==> src/rtl/fp_cmp_stream_adapter_pkg.sv <==
// Shared FP constants and operand classification for the compare stream adapter.
package fp_cmp_pkg;

    localparam logic [7:0] FP_EXP_ONES  = 8'hFF;
    localparam int         FP_QUIET_BIT = 22;

    // Signalling NaN: all-ones exponent, quiet bit clear, non-zero payload.
    function automatic logic is_snan(input logic [31:0] x);
        return (x[30:23] == FP_EXP_ONES) && !x[FP_QUIET_BIT] && (x[21:0] != 22'd0);
    endfunction

endpackage

==> src/rtl/fp_cmp_stream_adapter_if.sv <==
// Request/result stream bundle between FP issue logic and the compare adapter.
interface fp_cmp_stream_adapter_if #(
    parameter int TAG_W = 5
);
    logic             in_valid;
    logic             in_ready;
    logic [31:0]      in_a;
    logic [31:0]      in_b;
    logic [TAG_W-1:0] in_tag;
    logic             out_valid;
    logic             out_ready;
    logic             out_q;
    logic             out_nv;
    logic [TAG_W-1:0] out_tag;

    modport master (
        output in_valid, in_a, in_b, in_tag, out_ready,
        input  in_ready, out_valid, out_q, out_nv, out_tag
    );

    modport slave (
        input  in_valid, in_a, in_b, in_tag, out_ready,
        output in_ready, out_valid, out_q, out_nv, out_tag
    );
endinterface

==> src/rtl/fp_cmp_stream_adapter_fifo.sv <==
// Result FIFO: register-array storage, wrapping pointers; the caller guarantees no overflow.
module fp_cmp_result_fifo #(
    parameter int DEPTH = 4,
    parameter int W     = 7
) (
    input  logic         clk,
    input  logic         areset,
    input  logic         wr_en,
    input  logic [W-1:0] wr_data,
    input  logic         rd_en,
    output logic         rd_valid,
    output logic [W-1:0] rd_data
);
    localparam int AW = (DEPTH > 1) ? $clog2(DEPTH) : 1;
    localparam int CW = $clog2(DEPTH + 1);

    logic [W-1:0]  mem [DEPTH];
    logic [AW-1:0] wr_ptr, rd_ptr;
    logic [CW-1:0] occ;

    function automatic logic [AW-1:0] nxt(input logic [AW-1:0] p);
        return (p == AW'(DEPTH - 1)) ? '0 : p + AW'(1);
    endfunction

    always_ff @(posedge clk or negedge areset) begin
        if (!areset) begin
            for (int i = 0; i < DEPTH; i++) mem[i] <= '0;
            wr_ptr <= '0;
            rd_ptr <= '0;
            occ    <= '0;
        end else begin
            if (wr_en) begin
                mem[wr_ptr] <= wr_data;
                wr_ptr      <= nxt(wr_ptr);
            end
            if (rd_en) rd_ptr <= nxt(rd_ptr);
            case ({wr_en, rd_en})
                2'b10:   occ <= occ + CW'(1);
                2'b01:   occ <= occ - CW'(1);
                default: occ <= occ;
            endcase
        end
    end

    // Head entry comes straight from storage flops, so no input-to-output path.
    assign rd_valid = (occ != '0);
    assign rd_data  = mem[rd_ptr];

endmodule

==> src/rtl/fp_cmp_stream_adapter.sv <==
// Valid/ready wrapper around a fixed-latency FP equality comparator with credit-based result FIFO.
module fp_cmp_stream_adapter
    import fp_cmp_pkg::*;
#(
    parameter int LATENCY = 1,
    parameter int TAG_W   = 5,
    parameter int DEPTH   = 4
) (
    input  logic                    clk,
    input  logic                    areset,
    fp_cmp_stream_adapter_if.slave  bus,
    output logic [31:0]             cmp_a,
    output logic [31:0]             cmp_b,
    input  logic                    cmp_q
);
    localparam int            CW      = $clog2(DEPTH + 1);
    localparam logic [CW-1:0] DEPTH_C = CW'(DEPTH);

    typedef struct packed {
        logic             nv;
        logic [TAG_W-1:0] tag;
    } meta_t;

    typedef struct packed {
        logic             q;
        logic             nv;
        logic [TAG_W-1:0] tag;
    } res_t;

    if (LATENCY < 1 || DEPTH < LATENCY + 1) begin : g_bad_cfg
        $error("fp_cmp_stream_adapter: need LATENCY >= 1 and DEPTH >= LATENCY+1");
    end

    logic              accept, pop;
    logic [CW-1:0]     count;
    logic [LATENCY-1:0] vld_pipe;
    meta_t [LATENCY-1:0] meta_pipe;
    res_t              wr_res, rd_res;
    logic              rd_valid;

    assign cmp_a  = bus.in_a;
    assign cmp_b  = bus.in_b;
    assign accept = bus.in_valid && bus.in_ready;
    assign pop    = rd_valid && bus.out_ready;

    // Credits cover in-flight ops plus queued results, so the FIFO can never overflow.
    assign bus.in_ready = areset && (count < DEPTH_C);

    always_ff @(posedge clk or negedge areset) begin
        if (!areset) begin
            count <= '0;
        end else begin
            case ({accept, pop})
                2'b10:   count <= count + CW'(1);
                2'b01:   count <= count - CW'(1);
                default: count <= count;
            endcase
        end
    end

    always_ff @(posedge clk or negedge areset) begin
        if (!areset) begin
            vld_pipe  <= '0;
            meta_pipe <= '0;
        end else begin
            vld_pipe[0]  <= accept;
            meta_pipe[0] <= '{nv: is_snan(bus.in_a) || is_snan(bus.in_b), tag: bus.in_tag};
            for (int i = 1; i < LATENCY; i++) begin
                vld_pipe[i]  <= vld_pipe[i-1];
                meta_pipe[i] <= meta_pipe[i-1];
            end
        end
    end

    // cmp_q is only meaningful in the cycle the matching op reaches the last stage.
    assign wr_res = '{q: cmp_q, nv: meta_pipe[LATENCY-1].nv, tag: meta_pipe[LATENCY-1].tag};

    fp_cmp_result_fifo #(
        .DEPTH (DEPTH),
        .W     (TAG_W + 2)
    ) u_fifo (
        .clk      (clk),
        .areset   (areset),
        .wr_en    (vld_pipe[LATENCY-1]),
        .wr_data  (wr_res),
        .rd_en    (pop),
        .rd_valid (rd_valid),
        .rd_data  (rd_res)
    );

    assign bus.out_valid = rd_valid;
    assign bus.out_q     = rd_res.q;
    assign bus.out_nv    = rd_res.nv;
    assign bus.out_tag   = rd_res.tag;

endmodule

==> src/flat_wrapper.sv <==
// flat-port wrapper written by rule: the top's interface ports become plain ports
module fp_cmp_stream_adapter_flat import fp_cmp_pkg::*;
#(
    parameter int LATENCY = 1,
    parameter int TAG_W   = 5,
    parameter int DEPTH   = 4
)
  (clk, areset, cmp_a, cmp_b, cmp_q, bus_in_valid, bus_in_a, bus_in_b, bus_in_tag, bus_out_ready, bus_in_ready, bus_out_valid, bus_out_q, bus_out_nv, bus_out_tag);
  fp_cmp_stream_adapter_if #(.TAG_W(TAG_W)) bus_i ();
  input  logic clk;
  input  logic areset;
  output logic [31:0] cmp_a;
  output logic [31:0] cmp_b;
  input  logic cmp_q;
  input wire logic [$bits(bus_i.in_valid)-1:0] bus_in_valid;
  input wire logic [$bits(bus_i.in_a)-1:0] bus_in_a;
  input wire logic [$bits(bus_i.in_b)-1:0] bus_in_b;
  input wire logic [$bits(bus_i.in_tag)-1:0] bus_in_tag;
  input wire logic [$bits(bus_i.out_ready)-1:0] bus_out_ready;
  output wire logic [$bits(bus_i.in_ready)-1:0] bus_in_ready;
  output wire logic [$bits(bus_i.out_valid)-1:0] bus_out_valid;
  output wire logic [$bits(bus_i.out_q)-1:0] bus_out_q;
  output wire logic [$bits(bus_i.out_nv)-1:0] bus_out_nv;
  output wire logic [$bits(bus_i.out_tag)-1:0] bus_out_tag;
  assign bus_i.in_valid = bus_in_valid;
  assign bus_i.in_a = bus_in_a;
  assign bus_i.in_b = bus_in_b;
  assign bus_i.in_tag = bus_in_tag;
  assign bus_i.out_ready = bus_out_ready;
  assign bus_in_ready = bus_i.in_ready;
  assign bus_out_valid = bus_i.out_valid;
  assign bus_out_q = bus_i.out_q;
  assign bus_out_nv = bus_i.out_nv;
  assign bus_out_tag = bus_i.out_tag;
  fp_cmp_stream_adapter #(.LATENCY(LATENCY), .TAG_W(TAG_W), .DEPTH(DEPTH)) u_core (.clk(clk), .areset(areset), .bus(bus_i), .cmp_a(cmp_a), .cmp_b(cmp_b), .cmp_q(cmp_q));
endmodule
==> config.mk <==
export PLATFORM = sky130hd
export DESIGN_NAME = fp_cmp_stream_adapter_flat
export DESIGN_NICKNAME = d
export VERILOG_FILES = /design/src/rtl/fp_cmp_stream_adapter_pkg.sv /design/src/rtl/fp_cmp_stream_adapter_if.sv /design/src/rtl/fp_cmp_stream_adapter_fifo.sv /design/src/rtl/fp_cmp_stream_adapter.sv /design/src/flat_wrapper.sv
export SDC_FILE = /design/constraint.sdc
export NUM_CORES = 1
export LEC_CHECK = 0
export ABC_CLOCK_PERIOD_IN_PS = 1800
export CAP_MARGIN = 20
export CELL_PAD_IN_SITES_DETAIL_PLACEMENT = 1
export CELL_PAD_IN_SITES_GLOBAL_PLACEMENT = 1
export CORE_ASPECT_RATIO = 0.9
export CORE_UTILIZATION = 26
export DETAILED_ROUTE_END_ITERATION = 10
export GPL_TIMING_DRIVEN = 0
export PLACE_DENSITY_LB_ADDON = 0.1
export SLEW_MARGIN = 0
export SYNTH_ARGS = -nofsm -noshare
export SYNTH_HDL_FRONTEND = slang
export SYNTH_HIERARCHICAL = 1
export SYNTH_SLANG_ARGS = --single-unit
==> constraint.sdc <==
create_clock -name clk -period 1.8 [get_ports clk]
set_clock_uncertainty 0.1 [all_clocks]
set_input_delay 0.45 -clock clk [delete_from_list [all_inputs] [get_ports clk]]
set_output_delay 0.45 -clock clk [all_outputs]
set_load 0.02 [all_outputs]
==> results.ini <==
[routing]
vias_per_cell = 4.21
wl_per_cell_um = 15.2
drc = 0
ant_nets = 0
first_pass_iters = 2
wl_mm = 7.65
via_count = 2120
drt-initial-drc-count = 33

[yosys]
synth-seq-cells = 45
synth_seq_area_share_pct = 43.4
yosysUniqueCellTypes = 26
synth_area_um2 = 2600
avgSynthCellArea_um2 = 12.2
synth_edf_count = 0
syn_inst = 213
synth_warnings = 6
synth_nets = 296
synth_top_area_cell = dfrtp_1
synthMostInstantiatedCell = buf_4
async_flop_share_pct = 100
netlist_top_cells_count = buf_4 (65), dfrtp_1 (45), mux2_2 (30), inv_1 (9), nor4_1 (8)
synth_top_area_share_pct = 43.4
synth_flop_cell = dfrtp_1
yosys-top-cells-area = dfrtp_1 (43%), buf_4 (19%), mux2_2 (13%), mux4_2 (6.1%), ha_1 (3.4%)

[power_and_ir_drop]
p_seq_share_pct = 33.9
pwr-share-clk_pct = 16.4
p_sw_w = 0.00158
p_comb_share_pct = 49.7
p_leak_nw = 1.99
p_per_area_nw_per_um2 = 1130
sw_frac_of_total_pct = 33.3
p_int_w = 0.00317
ir_drop_mv = 0.569

[final_layout]
fin_nets = 460
drive_above_1_share_pct = 56.9
diodes = 0
instances_no_fill = 504
syn_to_final_growth_pct = 61.4
final_util_pct = 43.2
fill_cells = 1077
fin_area_um2 = 4190

[floorplanning]
ios = 147
start_util_pct = 26.8
rows = 34
die_h_um = 96.8
fp.dieArea_um2 = 10400
core_area_um2 = 9700
die_x_um = 107

[global_routing]
grt_usage_pct = 15.2
grt_max_degree = 19
grt_pass1_wl_mm = 12.0
grt_pass1_vias = 2345
grt_overflow = 0
antenna_found_initial = 0

[worst_setup_path]
worstSetupPathType = reg2out
cp_data_arrival_time_ns = 1.54
cp-start-kind = flop
worstSetupStartpoint = u_core/u_fifo/rd_ptr[0]
rrSetupSlack_ns = -0.13
r2r_end = u_core/count[2]
endpoint_kind = output port
endpoint = bus_out_nv
r2r_cells = 8
worstPathMaxFanout = 5
timing.rr.start = u_core/u_fifo/occ[2]
crit_required_ns = 1.25

[sta]
finalSetupViolations = 12
fin_crit_sh_pct = 116
layout_min_cycle_time_ns = 2.09
finalHoldViolCount = 0
rsz0062_at_grt = true
fmax_mhz = 479
tightestPinTransition_ns = 0.781
relSlewSlack_pct = 47.7
final-max-slew-violation-count = 0
fin_hold_ws_ns = 0.0859
finalWorstSetupSlack_ns = -0.289

[clocking]
clockRootBuffer = clkbuf_8
cts_tree = built
clk_latency_ns = 0.30
clkTransAtPathRegs_ns = 0.10
clock_path_buffers = 2
htreeDepth = 2
cts_buffers = 5
clock-sinks = 45

[placed_design]
dp_hpwl_mm = 6.28
place_congestion = 0.766
port_buffers = 144
placed_area_um2 = 4250
placed_cells = 484

[outcome]
status = finished, violations left
violations = setup timing

[flow_run]
cap_violations = 0

[worst_hold_path]
hold_path_class = in2async

==> state kept, by name, summed over array words and instances (netlist names) <==
register              flops
u_core/count              3
u_core/u_fifo/rd_ptr      2
u_core/u_fifo/mem        28
u_core/u_fifo/occ         3
u_core/vld_pipe           1
u_core/meta_pipe          6
u_core/u_fifo/wr_ptr      2
==> cell families (layout without fill, tap and decap cells) <==
group / after synthesis / after routing / synth area share (%)
AO/OA/AOI/OAI: 4 / 4 / 0.819
XOR/XNOR: 6 / 6 / 2.02
adder cells (fa/ha/maj): 9 / 9 / 4.91
buffers and inverters: 77 / 242 / 20.9
flip-flops: 45 / 45 / 43.4
multiplexers: 38 / 38 / 19.5
AND/OR/NAND/NOR: 34 / 34 / 8.57
==> worst min-delay path by stage <==
stage                    startpoint               endpoint
global route                 areset  u_core/u_fifo/mem[10]
global placement    u_core/count[0]        u_core/count[0]
floorplan                    areset        u_core/count[0]
detailed placement           areset  u_core/u_fifo/mem[25]
finish                       areset  u_core/u_fifo/mem[10]
CTS                          areset   u_core/u_fifo/mem[3]
==> metrics by stage <==
step	setup WS (ns)	setup TNS, ns	power, W
2_1_floorplan	-0.108	-0.388	0.00304
3_3_place_gp	-2.24	-88.23	0.00388
3_5_place_dp	-0.593	-30.09	0.00394
4_1_cts	-0.332	-2.73	0.00477
5_1_grt	-0.370	-3.32	0.00508
6_report	-0.289	-2.41	0.00475
==> power by group through the flow <==
| stage | Sequential, W | Clock, W | Combinational, W |
|---|---|---|---|
| CTS | 0.00161 | 0.000806 | 0.00235 |
| global placement | 0.00162 | 0 | 0.00226 |
| global route | 0.00166 | 0.000843 | 0.00257 |
| floorplan | 0.00156 | 0 | 0.00148 |
| detailed placement | 0.00164 | 0 | 0.00231 |
| finish | 0.00161 | 0.000777 | 0.00236 |
==> area by class of cell <==
class / count / area, um2 / area share, %
clock buffer: 5 / 68.8 / 1.64
inverter: 10 / 37.5 / 0.896
buffer: 67 / 504 / 12.0
clock inverter: 3 / 46.3 / 1.10
timing repair buffer: 157 / 1270 / 30.4
tap: 126 / 158 / 3.76
multi-input combinational: 91 / 976 / 23.3
sequential: 45 / 1130 / 26.9
==> routing by layer <==
layer	wire length [um]	GRT usage, %
met5	0	0
met2	3920	27.3
met1	2950	16.8
met3	714	5.86
met4	69	3.16
==> cells in the final DEF (no fill, tap or decap), types with 3 or more instances in the layout <==
cell type,synthesis,layout
nor4_1,8,8
clkbuf_8,0,5
nand2_2,4,5
inv_1,9,7
dfrtp_1,45,45
ha_1,7,5
xor2_1,4,4
buf_4,65,73
mux4_2,7,7
mux2_2,30,30
inv_2,1,3
nand4_1,6,6
clkdlybuf4s50_1,0,69
buf_2,1,65
nor2_1,3,3
buf_6,1,9
==> worst max-delay path, stage by stage (launching register included) <==
cell and delay (ns):
dfrtp_1 0.40, buf_6 0.16, mux4_2 0.53, buf_6 0.15
==> repair_timing <==
item                                   in CTS  in global routing
hold buffers                                2                  0
cloned                                      2                  0
gates resized for setup                   302                  5
setup endpoints to repair                  75                 14
pin swaps                                   7                  6
buffers inserted                            6                  2
endpoints found under the hold margin      10                  0
Power figures use the tool's default switching activity.
